===== config.mk =====
export PLATFORM = sky130hd
export DESIGN_NAME = uart_tx_arbiter
export DESIGN_NICKNAME = d
export VERILOG_FILES = /design/src/rtl/uart_pkg.sv /design/src/rtl/uart_tx_arbiter_rr_pick.sv /design/src/rtl/uart_tx_arbiter.sv
export SDC_FILE = /design/constraint.sdc
export NUM_CORES = 1
export LEC_CHECK = 0
export CAP_MARGIN = 20
export CORE_MARGIN = 4
export CORE_UTILIZATION = 36
export DETAILED_ROUTE_END_ITERATION = 7
export PLACE_DENSITY_LB_ADDON = 0.15
export REMOVE_ABC_BUFFERS = 1
export SETUP_SLACK_MARGIN = 0.3
export SLEW_MARGIN = 40
export SYNTH_ARGS = -nofsm -noshare
export SYNTH_HDL_FRONTEND = slang
export SYNTH_SLANG_ARGS = --single-unit
export TNS_END_PERCENT = 10

===== constraint.sdc =====
create_clock -name clk -period 1.8 [get_ports clk]
set_clock_uncertainty 0.15 [all_clocks]
set_input_delay 0.36 -clock clk [delete_from_list [all_inputs] [get_ports clk]]
set_output_delay 0.36 -clock clk [all_outputs]
set_load 0.05 [all_outputs]

===== src/rtl/uart_pkg.sv =====
// Shared definitions for the UART transmit arbiter: byte width default,
// arbiter state type and the round-robin winner search.
package uart_pkg;

  localparam int DATA_WIDTH_C = 8;
  localparam int MAX_REQ_C    = 8;

  typedef enum logic [0:0] {
    ST_IDLE = 1'b0,
    ST_SEND = 1'b1
  } arb_state_e;

  // Index of the first set request after last_idx, wrapping; 0 when none set.
  function automatic int rr_pick_f(input logic [MAX_REQ_C-1:0] req_vec,
                                   input int last_idx,
                                   input int num_req);
    int   win_v;
    int   idx_v;
    logic found_v;
    win_v   = 0;
    found_v = 1'b0;
    for (int i = 1; i <= MAX_REQ_C; i++) begin
      idx_v = (last_idx + i) % num_req;
      if ((i <= num_req) && !found_v && req_vec[idx_v[2:0]]) begin
        win_v   = idx_v;
        found_v = 1'b1;
      end
    end
    return win_v;
  endfunction

endpackage


===== src/rtl/uart_tx_arbiter_rr_pick.sv =====
// Combinational round-robin rotator: request vector plus last owner in,
// one-hot winner and its index out.
module rr_pick
  import uart_pkg::*;
#(
  parameter int NUM_REQ_P = 4,
  parameter int IDX_W_P   = 2
) (
  input  logic [NUM_REQ_P-1:0] req_vec,
  input  logic [IDX_W_P-1:0]   last_grant,
  output logic [NUM_REQ_P-1:0] grant_vec,
  output logic [IDX_W_P-1:0]   grant_idx
);

  logic [MAX_REQ_C-1:0] req_pad_s;
  int                   win_s;

  // Rotate priority so the requester after last_grant is searched first.
  always_comb begin
    req_pad_s                  = '0;
    req_pad_s[NUM_REQ_P-1:0]   = req_vec;
    win_s                      = rr_pick_f(req_pad_s, int'(last_grant), NUM_REQ_P);
    grant_idx                  = IDX_W_P'(win_s);
    grant_vec                  = '0;
    for (int k = 0; k < NUM_REQ_P; k++) begin
      grant_vec[k] = (|req_vec) && (win_s == k);
    end
  end

endmodule


===== src/rtl/uart_tx_arbiter.sv =====
// Packet-locked round-robin arbiter feeding several byte streams into one
// uart_tx, with an idle timeout that abandons a stalled owner.
module uart_tx_arbiter
  import uart_pkg::*;
#(
  parameter int NUM_REQ_P    = 4,
  parameter int DATA_WIDTH_P = DATA_WIDTH_C,
  parameter int TIMEOUT_P    = 255
) (
  input  logic                              clk,
  input  logic                              rst,
  input  logic [NUM_REQ_P*DATA_WIDTH_P-1:0] req_tdata_i,
  input  logic [NUM_REQ_P-1:0]              req_tvalid_i,
  input  logic [NUM_REQ_P-1:0]              req_tlast_i,
  output logic [NUM_REQ_P-1:0]              req_tready_o,
  output logic [DATA_WIDTH_P-1:0]           m_tdata_o,
  output logic                              m_tvalid_o,
  input  logic                              m_tready_i,
  output logic [NUM_REQ_P-1:0]              grant_o,
  output logic                              busy_o,
  output logic                              abort_o
);

  localparam int IDX_W_C = (NUM_REQ_P > 1) ? $clog2(NUM_REQ_P) : 1;
  localparam int CNT_W_C = $clog2(TIMEOUT_P + 1);

  arb_state_e           state_r, state_s;
  logic [NUM_REQ_P-1:0] grant_r, grant_s;
  logic [IDX_W_C-1:0]   gidx_r, gidx_s;
  logic [IDX_W_C-1:0]   last_r, last_s;
  logic [CNT_W_C-1:0]   cnt_r, cnt_s;
  logic                 abort_r, abort_s;

  logic [NUM_REQ_P-1:0] pick_vec_s;
  logic [IDX_W_C-1:0]   pick_idx_s;
  logic                 send_s, g_valid_s, g_last_s, hs_s;

  rr_pick #(
    .NUM_REQ_P (NUM_REQ_P),
    .IDX_W_P   (IDX_W_C)
  ) u_rr_pick (
    .req_vec    (req_tvalid_i),
    .last_grant (last_r),
    .grant_vec  (pick_vec_s),
    .grant_idx  (pick_idx_s)
  );

  assign send_s    = (state_r == ST_SEND);
  assign g_valid_s = req_tvalid_i[gidx_r];
  assign g_last_s  = req_tlast_i[gidx_r];
  assign hs_s      = send_s & g_valid_s & m_tready_i;

  // Datapath: only the owner is mirrored to uart_tx, and only while sending.
  always_comb begin
    m_tvalid_o   = 1'b0;
    m_tdata_o    = '0;
    req_tready_o = '0;
    if (send_s) begin
      m_tvalid_o   = g_valid_s;
      m_tdata_o    = req_tdata_i[gidx_r*DATA_WIDTH_P +: DATA_WIDTH_P];
      req_tready_o = grant_r & {NUM_REQ_P{m_tready_i}};
    end else begin
      m_tvalid_o = 1'b0;
    end
  end

  // Next-state: arbitrate in IDLE, hold the grant until tlast or timeout.
  always_comb begin
    state_s = state_r;
    grant_s = grant_r;
    gidx_s  = gidx_r;
    last_s  = last_r;
    cnt_s   = cnt_r;
    abort_s = 1'b0;
    case (state_r)
      ST_IDLE: begin
        if (|req_tvalid_i) begin
          grant_s = pick_vec_s;
          gidx_s  = pick_idx_s;
          cnt_s   = '0;
          state_s = ST_SEND;
        end else begin
          grant_s = '0;
        end
      end
      ST_SEND: begin
        if (hs_s && g_last_s) begin
          last_s  = gidx_r;
          grant_s = '0;
          cnt_s   = '0;
          state_s = ST_IDLE;
        end else if (hs_s) begin
          cnt_s = '0;
        end else if (!g_valid_s && m_tready_i) begin
          // A busy uart_tx must not count against the owner.
          if (cnt_r == CNT_W_C'(TIMEOUT_P - 1)) begin
            abort_s = 1'b1;
            last_s  = gidx_r;
            grant_s = '0;
            cnt_s   = '0;
            state_s = ST_IDLE;
          end else begin
            cnt_s = cnt_r + CNT_W_C'(1);
          end
        end else begin
          cnt_s = cnt_r;
        end
      end
      default: begin
        state_s = ST_IDLE;
        grant_s = '0;
        cnt_s   = '0;
      end
    endcase
  end

  // State registers; reset abandons any packet and restores requester 0 priority.
  always_ff @(posedge clk or posedge rst) begin
    if (rst) begin
      state_r <= ST_IDLE;
      grant_r <= '0;
      gidx_r  <= '0;
      last_r  <= IDX_W_C'(NUM_REQ_P - 1);
      cnt_r   <= '0;
      abort_r <= 1'b0;
    end else begin
      state_r <= state_s;
      grant_r <= grant_s;
      gidx_r  <= gidx_s;
      last_r  <= last_s;
      cnt_r   <= cnt_s;
      abort_r <= abort_s;
    end
  end

  assign grant_o = grant_r;
  assign busy_o  = send_s;
  assign abort_o = abort_r;

endmodule

=== Word-level counts from Yosys, hierarchy flattened ===
Cells that the tools add are included.

* Add/subtract/negate cells: 5
* $lt $le $gt $ge: 5
* Equal/unequal tests: 10
* Shift-type cells: 1
* Muxes and demuxes: 49
* Bitwise logic cells: 8
* Reduce and logical (&&, ||, !) cells: 25

{| class="wikitable"
|+ Operator list
! operator !! count
|-
| 32-bit two-way mux || 4
|-
| 32-bit by 3-bit == test with 1-bit output (second input constant) || 2
|-
| 8-bit two-way mux || 6
|-
| 32-bit by 2-bit == test with 1-bit output (second input constant) || 1
|-
| 32-bit logical NOT || 1
|-
| 32-bit by 6-bit indexed part select with 8-bit output || 1
|-
| 4-bit two-way mux || 6
|-
| 1-bit two-way mux || 20
|-
| 3-bit by 4-bit < comparator with 1-bit output (second input constant) || 4
|-
| 8-bit one-hot mux with 2 select lines || 1
|-
| 1-bit binary-select mux with 3-bit select || 4
|-
| 1-bit logical AND || 9
|-
| 8-bit by 1-bit adder with 8-bit output (second input constant) || 1
|-
| 8-bit == test (second input constant) || 1
|-
| 2-bit two-way mux || 4
|-
| 4-bit one-hot mux with 2 select lines || 1
|-
| 2-bit OR reduction || 4
|-
| 3-bit by 1-bit != test with 1-bit output (second input constant) || 2
|-
| 2-bit by 1-bit adder with 2-bit output (second input constant) || 2
|-
| 2-bit adder (second input constant) || 2
|-
| 1-bit AND (first input constant) || 4
|-
| 4-bit AND || 1
|-
| 1-bit binary-select mux with 2-bit select || 2
|-
| 1-bit logical NOT || 4
|-
| 13 further kinds || 16
|}

* Register bits: 18
* Input bits: 43
* Output and inout bits: 19
* Word-level logic and storage cells: 109

=== Longest topological paths before layout ===
Gate-level depths: netlist of the first run.

* Word-level depth: 19
* Depth in mapped cells: 6
* Depth with buffers taken out: 6

=== Hierarchy ===
A second synthesis of the first run with hierarchy kept.

* Cell total of the unflattened synthesis: 132
* Area total of the unflattened synthesis: 1352.5 sq um

{| class="wikitable"
|+ By module, submodules not included
! module !! times used !! cells an instance !! area an instance (sq um) !! sequential area each (sq um)
|-
| uart_tx_arbiter || 1 || 104 || 1169.9 || 452.9
|-
| rr_pick || 1 || 28 || 182.7 || 0.0
|}

=== Least setup slack after synthesis of the first run ===
Ideal clock, no wire load.

* Kind: reg-to-output
* Start point: register gidx_r[0]
* End point: output m_tdata_o[0]
* Data arrival time: 1534 ps
* Required time: 1290 ps
* Setup slack: -244 ps
* Cell stages (with the launch flop): 4
* Path buffers: 1
* Cells stage by stage: dfrtp_1 > buf_2 > mux4_2 > and2_1

* Word-level cells in the longest chain between the ends: 2

{| class="wikitable"
|+ RTL lines
! what !! RTL line !! RTL
|-
| start: declaration || uart_tx_arbiter.sv:29 || <nowiki>logic [IDX_W_C-1:0] gidx_r, gidx_s;</nowiki>
|-
| start signal: assignment || uart_tx_arbiter.sv:129 || <nowiki>gidx_r <= gidx_s;</nowiki>
|-
| 32-bit by 6-bit indexed part select with 8-bit output || uart_tx_arbiter.sv:60 || <nowiki>m_tdata_o = req_tdata_i[gidx_r*DATA_WIDTH_P +: DATA_WIDTH_P];</nowiki>
|-
| 8-bit two-way mux || uart_tx_arbiter.sv:58 || <nowiki>if (send_s) begin</nowiki>
|-
| end: declaration || uart_tx_arbiter.sv:16 || <nowiki>output logic [DATA_WIDTH_P-1:0] m_tdata_o,</nowiki>
|}

Every way passes these cells.

=== Worst setup path in the final report of the first run ===
* Start point: register gidx_r[0]
* End point: output m_tdata_o[6]

The elaborated chain is that of the path after synthesis.

==> impl_metrics.py, run 1 <==
metrics = {
    "cells_and_area": {
        "n_fill_cell": 263,
        "mostFrequentLayoutCells": "clkdlybuf4s50_1 (37), buf_4 (20), nand2_1 (14), dfrtp_1 (14), mux4_2 (9)",
        "multi_input_area_sq_um": 877,
        "syn2layout_area_growth_pct": 81.9,
        "final_common_cell": "clkdlybuf4s50_1",
        "ff_latch_area_sq_um": 455,
        "nNetsFinal": 256,
        "drive_above_1_share": 0.405,
        "diodes": 0,
    },
    "detailed_routing": {
        "wire_per_inst_um": 16.5,
        "viasPerCell": 5.33,
        "drtIter0Drc": 54,
        "drt_wl_total_mm": 4.23,
        "drtPass1Iterations": 4,
        "vias": 1364,
        "route.detailed.drc": 0,
        "ant_nets": 0,
    },
    "critical_path": {
        "cpPeakStageDelay_ps": 490,
        "r2r_start": "gidx_r[0]",
        "worstPathRequired_ps": 1290,
        "cp.arrival_ps": 1660,
        "r2r_cells": 5,
        "crit_slowest_cell": "mux4_2",
        "worst-setup-path-type": "register to output port",
        "r2r_end": "grant_o[1]",
        "cpMostUsedCell": "buf_6",
        "r2r_setup_slack_ps": -340,
        "critPathLaunchType": "register",
        "path_cells": "buf_6 -> mux4_2 -> and2_4 -> buf_6",
        "cp-end-kind": "output port",
        "critPathMaxFanout": 5,
    },
    "sta": {
        "setup-violations-final": 19,
        "slew_headroom": 0.731,
        "worstMarginPinSlew_ps": 403,
        "fmax_mhz": 460,
        "finalCriticalPeriod_ps": 2170,
        "report.final.slew_viol_count": 0,
        "finalHoldViolCount": 0,
        "rsz0062_at_grt": "yes",
        "fin_crit_sh": 1.21,
        "finalWorstSetupSlack_ps": -374,
    },
    "place": {
        "pre_cts_slack_ps": -596,
        "dp_hpwl_mm": 3.16,
        "portBuffers": 61,
        "gp_congestion": 0.818,
    },
    "clock_network": {
        "clockRootBuffer": "clkbuf_4",
        "clock_tree.buffer_depth": 2,
        "path_clk_slew_ps": 100,
        "ctsHoldBuffers": 0,
        "ctsHtreeMaxLevel": 1,
        "clk_latency_ps": 280,
        "cts_tree": "yes",
        "clock-sinks": 18,
        "numCtsBuffers": 3,
    },
    "floorplanning": {
        "die_y_um": 67.4,
        "boundaryPins": 62,
        "die_x_um": 67.4,
        "dieArea_sq_mm": 0.00454,
        "core_area_sq_mm": 0.00336,
        "rows": 21,
        "initial_core_util": 0.378,
    },
    "grt": {
        "grtUsageTotal": 0.192,
        "grt_overflow": 0,
        "grt_pass1_wl_mm": 6.68,
        "antenna_found_initial": 0,
        "grt_pass1_vias": 1443,
        "grt_start_max_net_pins": 19,
        "use_met1": 0.220,
        "grt-busiest-layer": "met2",
        "grt.met2_usage": 0.361,
        "met3_usage": 0.0366,
    },
    "power": {
        "p_sw_mw": 1.61,
        "power.density_mw_per_mm2": 1520,
        "total_power_mw": 3.52,
        "p_comb_frac": 0.733,
        "p_int_mw": 1.92,
        "seqPwrFrac": 0.199,
        "leakage_nw": 0.974,
        "clkPwrFrac": 0.069,
        "swShare": 0.456,
        "ir_worst_vdd_v": 0.000952,
    },
    "yosys": {
        "ys_types": 36,
        "yosys_register_bits": 18,
        "synth.largest_area_cell": "dfrtp_1",
        "ys_seq_area_frac": 0.357,
        "yosys_most_used_dff": "dfrtp_1",
        "synth_top_area_frac": 0.315,
        "ys_warn_count": 0,
        "synth_edf_count": 0,
        "synthTopCellsByArea": "dfrtp_1 (32%), mux4_2 (16%), and2_1 (5.9%)",
        "syn_area_per_cell_sq_um": 9.92,
        "synth.cell_area_sq_mm": 0.00127,
        "netlist_instances": 128,
        "synthArstFlopShare": 1.00,
    },
    "run_status": {
        "violations": "negative setup slack",
        "status": "complete, but fails checks",
    },
    "min_path": {
        "worstHoldPathType": "input port to asynchronous set/reset pin",
    },
    "run": {
        "max_cap_viol_count": 0,
    },
}
[metrics by stage]
step | util | std cells | setup TNS [ps] | instance area, sq um | hold WS (ps)
floorplan | - | 124 | -8640 | 1250 | 147
global placement | 0.616 | 249 | -9660 | 2070 | 363
detailed placement | 0.616 | 249 | -10250 | 2070 | 392
CTS | 0.678 | 256 | -5570 | 2280 | 246
global route | 0.687 | 256 | -6770 | 2310 | 250
finish | 0.687 | 256 | -5480 | 2310 | 234
[cells in the mapped netlist, drive strengths merged (3+ instances only)]
master and count:
a21oi 4, mux2i 4, nor2 6, dfrtp 16, inv 4, a32o 3, and2 12, clkbuf 3
and3 5, nand3 5, a31oi 3, nand4 3, o21ai 7, nand2 15, mux4 9
[worst max-delay path by stage]
stage | cells past startpoint | endpoint | startpoint
6_report | 4 | m_tdata_o[6] | gidx_r[0]
5_1_grt | 4 | m_tdata_o[0] | gidx_r[0]
4_1_cts | 4 | m_tdata_o[5] | gidx_r[0]
3_5_place_dp | 5 | grant_o[2] | req_tvalid_i[3]
3_3_place_gp | 5 | grant_o[0] | req_tvalid_i[3]
2_1_floorplan | 4 | grant_o[1] | gidx_r[0]
[critical path, delay by kind of cell (launching register included)]
kind | cells | cell delay, ps
buffers and inverters | 2 | 280
flip-flops | 1 | 430
multiplexers | 1 | 490
AND/OR/NAND/NOR | 1 | 170
[what timing repair did]
item	in CTS	in global routing
setup endpoints to repair	32	32
resized for setup	46	15
pin swaps	14	8
setup buffers	3	0
[cell families after synthesis]
group | after synthesis | share of synthesized area
compound gates | 24 | 0.127
xor+xnor | 3 | 0.0207
fa+ha+maj | 2 | 0.0197
buf+inv | 8 | 0.0246
flops | 18 | 0.357
mux | 15 | 0.209
simple gates | 58 | 0.242
[flip-flops by register name (all words and copies together), names as in the netlist]
signal   cells
last_r       2
abort_o      1
gidx_r       2
busy_o       1
cnt_r        8
grant_o      4
[power by group through the flow]
| stage | registers (mW) | logic, mW | clock network (mW) |
|---|---|---|---|
| finish | 0.701 | 2.58 | 0.241 |
| CTS | 0.695 | 2.53 | 0.249 |
| global placement | 0.678 | 2.10 | 0 |
| global route | 0.722 | 2.70 | 0.268 |
| floorplan | 0.903 | 1.11 | 0 |
| detailed placement | 0.692 | 2.13 | 0 |
[metal layers]
metal | share of wire | up-vias
met3 | 0.084 | 6
met4 | 0.011 | 0
met1 | 0.42 | 663
met2 | 0.48 | 49
li1 | - | 646
met5 | 0 | -
[area by class of cell]
class / instances / share of cell area
inverter: 4 / 0.00650
tap: 46 / 0.0249
sequential: 18 / 0.197
multi-input combinational: 102 / 0.380
timing repair buffer: 82 / 0.376
clock buffer: 4 / 0.0157
Power figures use the tool's default switching activity.
==> inputs of run 2 (changes only) <==
- CAP_MARGIN: 20 -> 30
- CORE_UTILIZATION: 36 -> 40
- clock period: 1.8 -> 2.8 ns (I/O delays scaled with it)
==> run 2 against run 1 <==
Critical path depth stayed put. The run now ends clean. Combinational power is 49% lower. Register-to-register slack gained 940 ps. Largest cell class unchanged. Largest power group unchanged. Worst setup slack gained 700 ps. Sequential power is 36% lower.
==> impl_metrics.py, run 2 (synthesis gave the netlist of run 1 again) <==
metrics = {
    "clock_network": {
        "numCtsBuffers": 3,
        "clockRootBuffer": "clkbuf_4",
        "clock-sinks": 18,
        "clk_latency_ps": 300,
        "ctsHtreeMaxLevel": 1,
        "path_clk_slew_ps": 100,
        "cts_tree": "yes",
        "clock_tree.buffer_depth": 2,
    },
    "sta": {
        "fin_crit_sh": 0.885,
        "report.final.slew_viol_count": 0,
        "worstMarginPinSlew_ps": 655,
        "fmax_mhz": 404,
        "finalWorstSetupSlack_ps": 323,
        "slew_headroom": 0.563,
        "fin_setup_tns_ps": 0,
        "finalHoldViolCount": 0,
        "finalCriticalPeriod_ps": 2480,
        "rsz0062_at_grt": "yes",
        "setup-violations-final": 0,
    },
    "critical_path": {
        "worst-setup-path-type": "input port to output port",
        "critPathMaxFanout": 1,
        "cp-end-kind": "output port",
        "r2r_cells": 6,
        "critPathLaunchType": "input port",
        "cp-startpoint": "req_tdata_i[9]",
        "r2r_start": "gidx_r[0]",
        "worstPathRequired_ps": 2090,
        "cp.arrival_ps": 1770,
    },
    "floorplanning": {
        "boundaryPins": 62,
        "die_x_um": 64.3,
        "die_y_um": 64.3,
        "initial_core_util": 0.416,
        "dieArea_sq_mm": 0.00414,
        "rows": 20,
        "core_area_sq_mm": 0.00305,
    },
    "place": {
        "place_inst": 235,
        "dp_hpwl_mm": 2.90,
        "dpl_cell_area_sq_mm": 0.00198,
        "gp_congestion": 0.840,
        "portBuffers": 61,
        "pre_cts_slack_ps": 124,
    },
    "run_status": {
        "status": "completed",
    },
    "grt": {
        "grt_start_max_net_pins": 25,
        "grt_pass1_wl_mm": 6.12,
        "grt_pass1_vias": 1335,
        "grtUsageTotal": 0.186,
        "grt_overflow": 0,
        "antenna_found_initial": 0,
    },
    "cells_and_area": {
        "syn2layout_area_growth_pct": 60.6,
        "nNetsFinal": 243,
        "post-route-cell-area_sq_mm": 0.00204,
        "diodes": 0,
        "final_common_cell": "clkdlybuf4s50_1",
        "mostFrequentLayoutCells": "clkdlybuf4s50_1 (44), dfrtp_1 (16), nand2_1 (15)",
        "regMostFlops": "cnt_r",
        "stdcell_count": 241,
        "largest_reg_flops": 8,
        "drive_above_1_share": 0.203,
    },
    "detailed_routing": {
        "drtIter0Drc": 62,
        "wire_per_inst_um": 15.1,
        "ant_nets": 0,
        "drt_wl_total_mm": 3.64,
        "viasPerCell": 5.48,
        "route.detailed.drc": 0,
        "vias": 1320,
        "drtPass1Iterations": 4,
    },
    "power": {
        "leakage_nw": 0.855,
        "total_power_mw": 1.91,
        "ir_worst_vdd_v": 0.000555,
        "power.density_mw_per_mm2": 936,
    },
    "run": {
        "max_cap_viol_count": 0,
    },
    "min_path": {
        "holdCritStartpoint": "cnt_r[2]",
        "worstHoldPathType": "register to register",
        "hold_depth": 1,
    },
}
## run 2: cell types whose count changed in the layout (fill, tap and decap cells not counted), moves of 5 or more
cell / change
clkdlybuf4s50_1: +7
o21ai_1: -6
o21ai_0: +6
buf_4: -6
and2_4: -7
buf_6: -5
buf_8: -7
and2_1: +7
## run 2: layer usage
layer	routed length, um	track usage	part of all wire
met5	0	0	0
met4	49	0.0580	0.013
met3	322	0.0422	0.088
met2	1730	0.311	0.47
met1	1540	0.237	0.42
## run 2: worst max-delay path: stages
cell and delay (ps):
clkdlybuf4s50_1 420, mux4_2 440, and2_1 170, buf_4 180
## run 2: area by class of cell
type                            count  area [sq um]
Fill cell                         260          1010
Multi-Input combinational cell    102           788
Timing Repair Buffer               69           702
Sequential cell                    18           453
Tap cell                           44          55.1
Clock buffer                        4          26.3
Inverter                            4          15.0
## run 2: path summary, 6_finish.rpt
check / to / slack (ps)
min in group asynchronous: grant_o[2] / 490
max: m_tdata_o[1] / 320
max reg2reg: grant_o[2] / 600
min: cnt_r[2] / 400
min reg2reg: cnt_r[2] / 400
max in group asynchronous: gidx_r[1] / 1590
## run 2: power by group
group	total [mW]	internal, mW	switching, mW
sequential	0.446	0.345	0.101
combinational	1.32	0.576	0.747
clock	0.140	0.0555	0.0842
## run 2: per-stage QoR
step | hold slack [ps] | utilization
global placement | 360 | 0.649
global route | 452 | 0.668
floorplan | 341 | -
detailed placement | 382 | 0.649
CTS | 404 | 0.665
finish | 403 | 0.668
## run 2: timing repair
action | 4_1_cts | 5_1_grt
setup endpoints to repair | 9 | 8
gates resized for setup | 5 | 3
hold buffers | 0 | 0
buffers inserted | 2 | 0
==> inputs of run 3 (changes only) <==
- CTS_CLUSTER_DIAMETER: default -> 40
- GPL_TIMING_DRIVEN: default -> 1
==> results of run 3 <==
Final layout, timing and power as in run 2 (identical DEF).
